## src/rtl/c_hazard_idex_pkg.sv

```systemverilog
// Shared pipeline types for the ID/EX hazard unit.
// Forwarding encodings, timing widths and the ID/EX control bundle.
package c_hazard_idex_pkg;

  localparam int TW = 3;
  localparam int RW = 5;

  typedef enum logic [1:0] {
    FWD_RF = 2'd0,
    FWD_E  = 2'd1,
    FWD_M  = 2'd2,
    FWD_W  = 2'd3
  } fwd_sel_e;

  typedef struct packed {
    logic          regw;
    logic          memtoreg;
    logic          jjal;
    logic [RW-1:0] a3;
    logic [TW-1:0] t_new;
  } id_ex_t;

  localparam id_ex_t ID_EX_BUBBLE = '0;

  function automatic logic produces(
    input logic          regw,
    input logic [RW-1:0] a3,
    input logic [RW-1:0] r
  );
    return regw && (a3 == r) && (r != '0);
  endfunction

endpackage

```

## src/rtl/c_hazard_idex_cmp.sv

```systemverilog
// Per-operand hazard check: stall request and forwarding source.
// The nearest producer of the register decides both results.
module c_hazard_cmp
  import c_hazard_idex_pkg::*;
(
  input  logic [RW-1:0] r,
  input  logic [TW-1:0] t_use,
  input  logic          regw_e,
  input  logic [RW-1:0] a3_e,
  input  logic [TW-1:0] t_new_e,
  input  logic          regw_m,
  input  logic [RW-1:0] a3_m,
  input  logic [TW-1:0] t_new_m,
  input  logic          regw_w,
  input  logic [RW-1:0] a3_w,
  output logic          stall_req,
  output logic [1:0]    fwd_sel
);

  logic hit_e;
  logic hit_m;
  logic hit_w;

  assign hit_e = produces(regw_e, a3_e, r);
  assign hit_m = produces(regw_m, a3_m, r);
  assign hit_w = produces(regw_w, a3_w, r);

  // A match in E shadows any older value of the same register in M.
  always_comb begin
    stall_req = 1'b0;
    if (hit_e)
      stall_req = (t_new_e > t_use);
    else if (hit_m)
      stall_req = (t_new_m > t_use);
  end

  always_comb begin
    fwd_sel = FWD_RF;
    if (hit_e && t_new_e == '0)
      fwd_sel = FWD_E;
    else if (hit_m && t_new_m == '0)
      fwd_sel = FWD_M;
    else if (hit_w)
      fwd_sel = FWD_W;
  end

endmodule

```

## src/rtl/c_hazard_idex.sv

```systemverilog
// ID/EX hazard unit: stall, forwarding selects and the E control register.
// Define STALL_CNT_EN to add the 32-bit stall_cnt output.
module c_hazard_idex
  import c_hazard_idex_pkg::*;
(
  input  logic          clk,
  input  logic          clr_n,
  input  logic [RW-1:0] rsD,
  input  logic [RW-1:0] rtD,
  input  logic [TW-1:0] t_use_rsD,
  input  logic [TW-1:0] t_use_rtD,
  input  logic          regwD,
  input  logic          memtoregD,
  input  logic          jjalD,
  input  logic [RW-1:0] a3D,
  input  logic [TW-1:0] T_new_D,
  input  logic          regwM,
  input  logic [RW-1:0] a3M,
  input  logic [TW-1:0] T_new_M,
  input  logic          regwW,
  input  logic [RW-1:0] a3W,
  input  logic          flushE,
  output logic          stall,
  output logic          regwE,
  output logic          memtoregE,
  output logic          jjalE,
  output logic [RW-1:0] a3E,
  output logic [TW-1:0] T_new_E,
  output logic [1:0]    fwd_rs_sel,
  output logic [1:0]    fwd_rt_sel
`ifdef STALL_CNT_EN
  ,
  output logic [31:0]   stall_cnt
`endif
);

  id_ex_t e_q;
  id_ex_t d;
  logic   stall_rs;
  logic   stall_rt;

  assign d = '{regw:     regwD,
               memtoreg: memtoregD,
               jjal:     jjalD,
               a3:       a3D,
               t_new:    T_new_D};

  c_hazard_cmp u_cmp_rs (
    .r         (rsD),
    .t_use     (t_use_rsD),
    .regw_e    (e_q.regw),
    .a3_e      (e_q.a3),
    .t_new_e   (e_q.t_new),
    .regw_m    (regwM),
    .a3_m      (a3M),
    .t_new_m   (T_new_M),
    .regw_w    (regwW),
    .a3_w      (a3W),
    .stall_req (stall_rs),
    .fwd_sel   (fwd_rs_sel)
  );

  c_hazard_cmp u_cmp_rt (
    .r         (rtD),
    .t_use     (t_use_rtD),
    .regw_e    (e_q.regw),
    .a3_e      (e_q.a3),
    .t_new_e   (e_q.t_new),
    .regw_m    (regwM),
    .a3_m      (a3M),
    .t_new_m   (T_new_M),
    .regw_w    (regwW),
    .a3_w      (a3W),
    .stall_req (stall_rt),
    .fwd_sel   (fwd_rt_sel)
  );

  assign stall = stall_rs | stall_rt;

  always_ff @(posedge clk or negedge clr_n) begin
    if (!clr_n)
      e_q <= ID_EX_BUBBLE;
    else if (stall || flushE)
      e_q <= ID_EX_BUBBLE;
    else
      e_q <= d;
  end

  assign regwE     = e_q.regw;
  assign memtoregE = e_q.memtoreg;
  assign jjalE     = e_q.jjal;
  assign a3E       = e_q.a3;
  assign T_new_E   = e_q.t_new;

`ifdef STALL_CNT_EN
  always_ff @(posedge clk or negedge clr_n) begin
    if (!clr_n)
      stall_cnt <= '0;
    else if (stall)
      stall_cnt <= stall_cnt + 32'd1;
  end
`endif

endmodule

```

## config.mk

```make
export PLATFORM = sky130hd
export DESIGN_NAME = c_hazard_idex
export DESIGN_NICKNAME = d
export VERILOG_FILES = /design/src/rtl/c_hazard_idex_pkg.sv /design/src/rtl/c_hazard_idex_cmp.sv /design/src/rtl/c_hazard_idex.sv
export SDC_FILE = /design/constraint.sdc
export NUM_CORES = 1
export LEC_CHECK = 0
export CORE_UTILIZATION = 30
export CTS_CLUSTER_DIAMETER = 200
export DETAILED_ROUTE_END_ITERATION = 16
export HOLD_SLACK_MARGIN = 0.1
export PLACE_DENSITY = 0.67
export SYNTH_ARGS = -nofsm -noshare
export SYNTH_HDL_FRONTEND = slang
export SYNTH_SLANG_ARGS = --single-unit
```

## constraint.sdc

```tcl
create_clock -name clk -period 2.23 [get_ports clk]
set_input_delay 0.446 -clock clk [delete_from_list [all_inputs] [get_ports clk]]
set_output_delay 0.446 -clock clk [all_outputs]
set_load 0.1 [all_outputs]
```

After elaboration in Yosys (flattened, before gate mapping)
Index checks and enable logic that the tools add are counted.

Add/sub/neg operators: 0. Multiply operators: 0. Divide/modulo/power cells: 0. $lt $le $gt $ge: 4. Equal/unequal tests: 6. Shift operators: 0. Muxes and demuxes: 11. Bitwise logic cells: 1. Reduce and logical (&&, ||, !) cells: 21.

Operators with widths (count): $eq 5x5->1 (6); $logic_and 1x1->1 (16); $gt 3x3->1 (4); $mux 2 (6); $mux 11 (1); $reduce_bool 5->1 (2); $logic_not 3->1 (2); $mux 1 (4); $logic_or 1x1->1 (1); $or 1x1->1 (1).

Bits in registers: 11. Latch bits: 0. RAM bits: 0. Memory bits (read-only): 0. Input bits: 45. Word-level logic and storage cells: 48. Memories kept: 0.

Depth between registers and ports, before layout
Gate-level depths: netlist (run 1).

Depth in word-level cells: 8. Gate-level depth with buffers: 9. Gate-level depth less buffers: 8.

Modules after synthesis
A second synthesis (run 1) with hierarchy kept.

Cells, all modules: 126. Area total of the unflattened synthesis: 1202.4 µm².

By module, submodules not included: c_hazard_cmp (times used 2, cells an instance 50, area each 367.9 µm², seq. area each 0.0 µm²); c_hazard_idex (times used 1, cells an instance 26, area each 466.7 µm², seq. area each 275.3 µm²).

Worst setup path after synthesis (run 1)
Ideal clock, no wire load.

Path type: register to output. Start point: register e_q, in the netlist a3E[4]. End point: output port fwd_rs_sel[1]. Arrival time: 2697 ps. Required time: 1784 ps. Slack: -913 ps. Stages on the path, launching flop included: 6. Buffers on the path: 0. Path through: dfrtp_1 -> xor2_1 -> nor4_1 -> nand3_1 -> nor3_1 -> nor2_1.

Longest elaborated chain between the ends: 5.

Ends and longest elaborated chain: start: declaration (line c_hazard_idex.sv:37) `id_ex_t e_q;`; start signal: assignment (line c_hazard_idex.sv:82) `e_q <= ID_EX_BUBBLE;`; start signal: assignment (line c_hazard_idex.sv:84) `e_q <= ID_EX_BUBBLE;`; start signal: assignment (line c_hazard_idex.sv:86) `e_q <= d;`; $eq 5x5->1 (line c_hazard_idex_pkg.sv:30) `return regw && (a3 == r) && (r != '0);`; $logic_and 1x1->1 (2 in series) (line c_hazard_idex_pkg.sv:30); $logic_and 1x1->1 (line c_hazard_idex_cmp.sv:39) `if (hit_e && t_new_e == '0)`; $mux 2 (line c_hazard_idex_cmp.sv:39); end: declaration (line c_hazard_idex.sv:29) `output logic [1:0] fwd_rs_sel,`.

Every way passes these cells.

Worst setup path in the final report (run 1)
Start point: input port t_use_rsD[1]. End point: output port stall.

Longest elaborated chain between the ends: 4.

Ends and longest elaborated chain: start: declaration (line c_hazard_idex.sv:10) `input logic [TW-1:0] t_use_rsD,`; $gt 3x3->1 (line c_hazard_idex_cmp.sv:34) `stall_req = (t_new_m > t_use);`; $mux 1 (line c_hazard_idex_cmp.sv:33) `else if (hit_m)`; $mux 1 (*) (line c_hazard_idex_cmp.sv:31) `if (hit_e)`; $or 1x1->1 (*) (line c_hazard_idex.sv:78) `assign stall = stall_rs | stall_rt;`; end: declaration (line c_hazard_idex.sv:23) `output logic stall,`.

Mark *: on every way between the ends. The rest lies on a longest branch, timed or not.

==> results.cfg, run 1 <==
[synthesis]
synth_edf_count = 0
ys_seq_elements = 11
async_reset_ff_share_pct = 100.0
netlist_area_um2 = 1130
netlist_instances = 134
syn_avg_cell_area_um2 = 8.432
yosys_most_used_dff = dfrtp_1
yosysSeqAreaShare_pct = 24.36
ys_types = 27
synth_nets = 191
ys.warnings.count = 0

[hold_path]
hp-class = in -> async

[status]
outcome = finished with violations
violations = negative setup slack

[floorplanning]
fp-row-count = 21
core_area_um2 = 3468
start_util_pct = 32.58
die-area_um2 = 4016
die_height_um = 63.37
num_io_pins = 61
die_w_um = 63.37

[placed_design]
post-place-ws_ps = -669.7
dpl_cell_area_um2 = 2066
hpwl_mm = 3.268
routabilityCongestion = 0.8209
portBuffers = 60

[detailed_routing]
wirelength_mm = 4.596
wl_per_cell_um = 16.30
drtAntennaViolNets = 0
drt-initial-drc-count = 48
firstDrtPassIters = 4
route.vias.total = 1434
drc = 0
vias_per_cell = 5.085

[sta]
fin_crit_sh_pct = 121.1
slew_viol_final = 0
worstMarginPinSlew_ps = 712.1
clock-skew-final_ps = 3.093
period_needed_ps = 2700
hold_viol_final = 0
setup_viol = 16
final.setup.tns_ps = -1799
maxSlewHeadroom_pct = 52.38
max_freq_ghz = 0.3704
rsz0062_at_grt = true
worst_slack_ps = -469.6

[clock_tree]
insertion_delay_ps = 240
clock-sinks = 11
cts-buffers-inserted = 3
clockRootBuffer = clkbuf_8
htreeDepth = 1
cts.clk_slew.worst_paths_ps = 50
cts_hold_buf = 0
tritoncts = done
clk_path_buf_depth = 2

[layout]
design_area_um2 = 2515
multi_input_area_um2 = 1116
final_common_cell = buf_4
layout.nets = 294
syn2layout_area_growth_pct = 122.6
fill_cells = 257
most-common-layout-cells = buf_4, clkdlybuf4s50_1, inv_1, dlygate4sd2_1
num_antenna_cells = 0
seq_area_um2 = 290.3
drive_gt1_share_pct = 50.42
post-route-util_pct = 72.51

[critical_path]
arrival_ps = 2250
rrSetupSlack_ps = 60
start_kind = primary input
critPathRequiredTime_ps = 1780
endpoint_kind = primary output
worstSetupPathType = in -> out
crit_fanout = 2

[power_and_ir_drop]
peakVddDrop_mv = 0.3918
power_density_nw_per_um2 = 353.9
power.leakage_nw = 1.109

[global_route]
grt-ovfl-total = 0
grt_pass1_wl_mm = 7.079
grt_pass1_vias = 1591
grtUsageTotal_pct = 22.70
antenna_found_initial = 0
grt_max_degree = 12

[job]
drv_cap = 0
[per-layer routing]
| metal | vias up | GRT usage [%] | share of wire, % |
|---|---|---|---|
| li1 | 674 | - | - |
| met1 | 699 | 23.39 | 36 |
| met2 | 48 | 46.28 | 59 |
| met3 | 13 | 1.630 | 2.7 |
| met4 | 0 | 8.239 | 2.5 |
| met5 | - | 0 | 0 |
[cell type report]
type | instances | share of cell area (%)
repair buffers | 101 | 37.16
multi-input cells | 101 | 44.38
inverters | 19 | 2.836
clock buffers | 4 | 1.791
well taps | 46 | 2.289
flip-flops and latches | 11 | 11.54
[synthesized netlist by cell type (2+ instances only)]
| library cell | number | share of area, % |
|---|---|---|
| nand3_1 | 4 | 1.8 |
| dfrtp_1 | 11 | 24 |
| inv_1 | 19 | 6.3 |
| nand2_1 | 4 | 1.3 |
| a21o_1 | 3 | 2.0 |
| nor2_1 | 4 | 1.3 |
| a21oi_1 | 3 | 1.3 |
| o21ai_0 | 2 | 0.89 |
| ha_1 | 12 | 13 |
| xor2_1 | 14 | 11 |
| xnor2_1 | 16 | 12 |
| nor2b_1 | 3 | 1.7 |
| or4_1 | 3 | 2.0 |
| nand4_1 | 4 | 2.2 |
| o21a_1 | 2 | 1.3 |
| nor4_1 | 16 | 8.9 |
| nor3_1 | 4 | 1.8 |
[cell families after synthesis]
| group | after synthesis | synth area share [%] |
|---|---|---|
| AO/OA/AOI/OAI | 14 | 8.416 |
| XOR/XNOR | 30 | 23.26 |
| adder cells (fa/ha/maj) | 12 | 13.29 |
| buffers and inverters | 22 | 8.083 |
| flip-flops | 11 | 24.36 |
| AND/OR/NAND/NOR | 45 | 22.59 |
[state kept, by name (all words and copies together), names as in the netlist]
signal     cells
a3E            5
regwE          1
T_new_E        3
jjalE          1
memtoregE      1
[what timing repair did]
item                       CTS  global route
resized for setup          101             8
buffers inserted            19             4
setup endpoints to repair   16            16
cloned                       0             0
pin swaps                   31            13
[through the flow]
stage                     total power, mW  std cells  hold slack (ps)
after floorplan                    0.4297        134            150.4
after global placement             0.6085        268            792.9
after detailed placement           0.6208        268            804.7
after CTS                          0.8753        283            540.2
after global routing               0.9349        282            554.6
final                              0.8900        282            532.7
[worst paths after layout]
| path | from | end | cells after the start |
|---|---|---|---|
| max | t_use_rsD[1] | stall | 10 |
| min | clr_n | jjalE | 1 |
| max reg2reg | a3E[1] | T_new_E[1] | 10 |
| min reg2reg | regwE | T_new_E[2] | 5 |
| max in group asynchronous | clr_n | a3E[3] | 1 |
| min in group clk | a3D[0] | a3E[0] | 3 |
[power breakdown]
group / switching, mW / internal (mW)
sequential: 0.00931 / 0.214
clock: 0.0769 / 0.126
combinational: 0.257 / 0.207
[worst max-delay path, cell delays in order]
cell             delay (ps)
clkdlybuf4s50_1         450
inv_1                    70
ha_4                    270
nor2b_1                 200
o21ai_1                 110
a32oi_1                 160
nand3_1                 120
nand2_1                 120
or2_4                   140
buf_12                  160
No activity file was read; power rests on OpenSTA's default activity.
==> inputs of run 2 (changes only) <==
--- a/config.mk
+++ b/config.mk
@@ -8,8 +8,10 @@
 export CORE_UTILIZATION = 30
 export CTS_CLUSTER_DIAMETER = 200
 export DETAILED_ROUTE_END_ITERATION = 16
+export GPL_ROUTABILITY_DRIVEN = 0
 export HOLD_SLACK_MARGIN = 0.1
 export PLACE_DENSITY = 0.67
+export RECOVER_POWER = 50
 export SYNTH_ARGS = -nofsm -noshare
 export SYNTH_HDL_FRONTEND = slang
 export SYNTH_SLANG_ARGS = --single-unit
==> run 2 against run 1 <==
  * The run still ends with negative setup slack left
  * Critical path depth is the same
  * Critical endpoint unchanged
  * Hold slack gained 75 ps
  * Sequential power is essentially flat
  * Largest cell class unchanged
  * Highest routed layer unchanged
  * Via count grew 0.56%
  * Combinational power is essentially flat
  * Sequential cell count is the same
==> results.cfg, run 2 (synthesis results as in run 1) <==
[sta]
rsz0062_at_grt = true
hold_ws_ps = 608.2
fin_crit_sh_pct = 121.6
final.setup.tns_ps = -1953
slew_viol_final = 0
hold_viol_final = 0
period_needed_ps = 2711
maxSlewHeadroom_pct = 22.30
setup_viol = 16
max_freq_ghz = 0.3689
worstMarginPinSlew_ps = 1171
clock-skew-final_ps = 2.937
worst_slack_ps = -480.6

[placed_design]
post-place-ws_ps = -669.7
portBuffers = 60
dp.cells = 268
hpwl_mm = 3.268
dpl_cell_area_um2 = 2066

[detailed_routing]
wl_per_cell_um = 16.35
firstDrtPassIters = 7
drt-initial-drc-count = 48
wirelength_mm = 4.610
route.vias.total = 1442
drc = 0
drtAntennaViolNets = 0
vias_per_cell = 5.113

[layout]
instances_no_fill = 282
final_common_cell = buf_4
num_antenna_cells = 0
most-common-layout-cells = buf_4, clkdlybuf4s50_1, inv_1, dlygate4sd2_1
post-route-util_pct = 72.22
design_area_um2 = 2505
drive_gt1_share_pct = 49.58
syn2layout_area_growth_pct = 121.7
largest_reg_flops = 5
layout.nets = 294

[floorplanning]
core_area_um2 = 3468
die_height_um = 63.37
die-area_um2 = 4016
fp-row-count = 21
start_util_pct = 32.58
num_io_pins = 61
die_w_um = 63.37

[global_route]
grt_pass1_vias = 1591
antenna_found_initial = 0
grt-ovfl-total = 0
grtUsageTotal_pct = 22.70
grt_max_degree = 12
grt_pass1_wl_mm = 7.079

[critical_path]
critPathRequiredTime_ps = 1780
arrival_ps = 2260
reg2reg_from = a3E[1]
start_kind = primary input
rrSetupSlack_ps = 50
startpoint = t_use_rsD[1]
worstSetupPathType = in -> out
crit_fanout = 2
r2r_end = T_new_E[1]
reg2regPathDepth = 10
endpoint_kind = primary output

[clock_tree]
cts.clk_slew.worst_paths_ps = 50
htreeDepth = 1
cts-buffers-inserted = 3
clockRootBuffer = clkbuf_8
insertion_delay_ps = 240
clock-sinks = 11
clk_path_buf_depth = 2
tritoncts = done

[power_and_ir_drop]
total_power_mw = 0.8875
power.leakage_nw = 1.101
peakVddDrop_mv = 0.3912
power_density_nw_per_um2 = 354.3

[status]
outcome = finished with violations
violations = negative setup slack

[hold_path]
hp-class = in -> async

[job]
drv_cap = 0
## run 2: cell types whose count changed in the layout (fill, tap and decap cells not counted)
cell / delta
clkbuf_1: +2
clkbuf_2: +1
clkdlybuf4s50_1: -1
dlygate4sd3_1: +1
buf_4: -3
## run 2: how the worst max path moves through the flow
stage | endpoint | cells past startpoint
after detailed placement | fwd_rt_sel[0] | 8
after CTS | stall | 7
after global placement | stall | 9
after floorplan | stall | 6
final | stall | 10
after global routing | stall | 10
## run 2: worst max-delay path, cell delays in order
cell and delay (ps):
clkdlybuf4s50_1 450, inv_1 70, ha_4 270, nor2b_1 200, o21ai_1 110, a32oi_1 160
nand3_1 120, nand2_1 120, or2_4 140, buf_12 160
## run 2: area by class of cell
type	instances	area, um^2
clock buffer	4	45.04
fill	260	963.4
inverter	19	71.32
multi-input combinational	101	1116
sequential	11	290.3
tap	46	57.56
timing repair buffer	101	924.6
## run 2: repair_timing
item,in CTS,in global routing
gates resized for setup,101,8
buffers inserted,19,4
endpoints found under the setup margin,16,16
hold buffers,0,0
pin swaps,31,13
## run 2: where the power goes
group | switching, mW | leakage, nW | internal (mW)
Clock | 0.0770 | 0.0228 | 0.126
Combinational | 0.258 | 0.947 | 0.204
Sequential | 0.00919 | 0.131 | 0.214
Total | 0.344 | 1.10 | 0.544
## run 2: per-layer routing
metal / routed length, um / GRT usage (%) / share of wire, %
met5: 0 / 0 / 0
met1: 1663 / 23.39 / 36
met2: 2690 / 46.28 / 58
met3: 125 / 1.630 / 2.7
met4: 130 / 8.239 / 2.8
==> inputs of run 3 (changes only) <==
--- a/config.mk
+++ b/config.mk
@@ -10,7 +10,7 @@
 export DETAILED_ROUTE_END_ITERATION = 16
 export GPL_ROUTABILITY_DRIVEN = 0
 export HOLD_SLACK_MARGIN = 0.1
-export PLACE_DENSITY = 0.67
+export PLACE_DENSITY_LB_ADDON = 0.3
 export RECOVER_POWER = 50
 export SYNTH_ARGS = -nofsm -noshare
 export SYNTH_HDL_FRONTEND = slang
==> run 3 against run 2 <==
  * The run still ends with negative setup slack left
  * Power decreased by 4.8%
  * Wire length down 14%
  * Clock skew down 1.1 ps
  * Sequential cell count unchanged
  * Hold slack lost 6.6 ps
  * Via count shrank 7.6%
  * Cell count fell by 3.5%
  * Worst setup slack better by 80 ps
  * Critical endpoint unchanged
==> results.cfg, run 3 (synthesis results as in run 1) <==
[status]
outcome = finished with violations
violations = negative setup slack

[layout]
final_common_cell = buf_4
num_antenna_cells = 0
drive_gt1_share_pct = 43.81
most-common-layout-cells = buf_4, clkdlybuf4s50_1, inv_1, xor2_1, dlygate4sd2_1
largest_reg_flops = 5
syn2layout_area_growth_pct = 106.5
layout.nets = 284
post-route-util_pct = 67.28

[critical_path]
endpoint_kind = primary output
critPathRequiredTime_ps = 1780
worstSetupPathType = in -> out
arrival_ps = 2180
crit_fanout = 2
start_kind = primary input

[detailed_routing]
wl_per_cell_um = 14.59
vias_per_cell = 4.901
wl_met2_mm = 2.010
route.vias.total = 1333
firstDrtPassIters = 4
wirelength_mm = 3.968
drtAntennaViolNets = 0
drt-initial-drc-count = 34
topRoutingLayerUsed = met4
dr_wl_met3_um = 208
drc = 0
wl_met1_mm = 1.634

[global_route]
antenna_found_initial = 0
grtUsageTotal_pct = 19.36
grt_pass1_vias = 1298
grt_max_degree = 12
grt_pass1_wl_mm = 5.996
grt-ovfl-total = 0

[floorplanning]
die_w_um = 63.37
start_util_pct = 32.58
num_io_pins = 61
die_height_um = 63.37
die-area_um2 = 4016
fp-row-count = 21
core_area_um2 = 3468

[clock_tree]
cts.clk_slew.worst_paths_ps = 50
tritoncts = done
clockRootBuffer = clkbuf_8
clock-sinks = 11
cts-buffers-inserted = 3
insertion_delay_ps = 240
htreeDepth = 1
clk_path_buf_depth = 2

[placed_design]
portBuffers = 60
hpwl_mm = 2.978
post-place-ws_ps = -641.0

[sta]
slew_viol_final = 0
hold_viol_final = 0
period_needed_ps = 2630
maxSlewHeadroom_pct = 23.04
worstMarginPinSlew_ps = 1159
hold_ws_ps = 601.5
clock-skew-final_ps = 1.850
rsz0062_at_grt = true
setup_viol = 5
max_freq_ghz = 0.3802
fin_crit_sh_pct = 117.9
worst_slack_ps = -400.2

[hold_path]
hp-class = in -> async

[job]
drv_cap = 0

[power_and_ir_drop]
peakVddDrop_mv = 0.3475
power_density_nw_per_um2 = 362.1
power.leakage_nw = 1.050
run 3: worst paths after layout:
kind | endpoint | from | slack (ps) | depth (start not counted)
setup / recovery | stall | t_use_rsD[1] | -400 | 10
hold / removal | T_new_E[1] | clr_n | 600 | 1
setup reg to reg | regwE | a3E[3] | 150 | 7
hold reg to reg | a3E[4] | regwE | 990 | 5
max in group asynchronous | a3E[1] | clr_n | 1270 | 1
min in group clk | T_new_E[2] | T_new_D[2] | 730 | 3
run 3: cell type report:
type / instances / area, um^2
inverters: 19 / 71.32
multi-input cells: 101 / 1035
flip-flops and latches: 11 / 290.3
repair buffers: 91 / 833.3
clock inverters: 1 / 5.005
fillers: 298 / 1135
well taps: 46 / 57.56
clock buffers: 3 / 41.29
run 3: routing by layer:
layer,global-route usage (%),up-vias
li1,-,660
met1,22.21,602
met2,35.37,61
met3,2.355,10
met4,8.523,0
met5,0,-
run 3: worst max-delay path: stages:
cell             delay (ps)
clkdlybuf4s50_1         470
inv_1                    60
ha_1                    300
nor2b_1                 130
o21ai_1                 120
a32oi_1                  70
nand3_1                  90
nand2_2                  60
or2_4                   270
buf_12                  170
run 3: metrics by stage:
stage,power [mW],area [um^2],cells,TNS (ps)
2_1_floorplan,0.4297,1172,134,-1024
3_3_place_gp,0.6026,2043,265,-5857
3_5_place_dp,0.6102,2043,265,-5854
4_1_cts,0.8346,2268,273,-1548
5_1_grt,0.8864,2333,272,-1976
6_report,0.8451,2333,272,-1424
run 3: report_power, final:
| part | internal [mW] | switching [mW] | total [mW] |
|---|---|---|---|
| sequential | 0.214 | 0.00923 | 0.223 |
| clock | 0.123 | 0.0752 | 0.198 |
| combinational | 0.184 | 0.240 | 0.424 |
run 3: timing repair:
| item | in CTS | in global routing |
|---|---|---|
| endpoints found under the setup margin | 16 | 16 |
| resized for setup | 79 | 15 |
| pin swaps | 26 | 11 |
| hold buffers | 0 | 0 |
| buffers inserted | 8 | 1 |
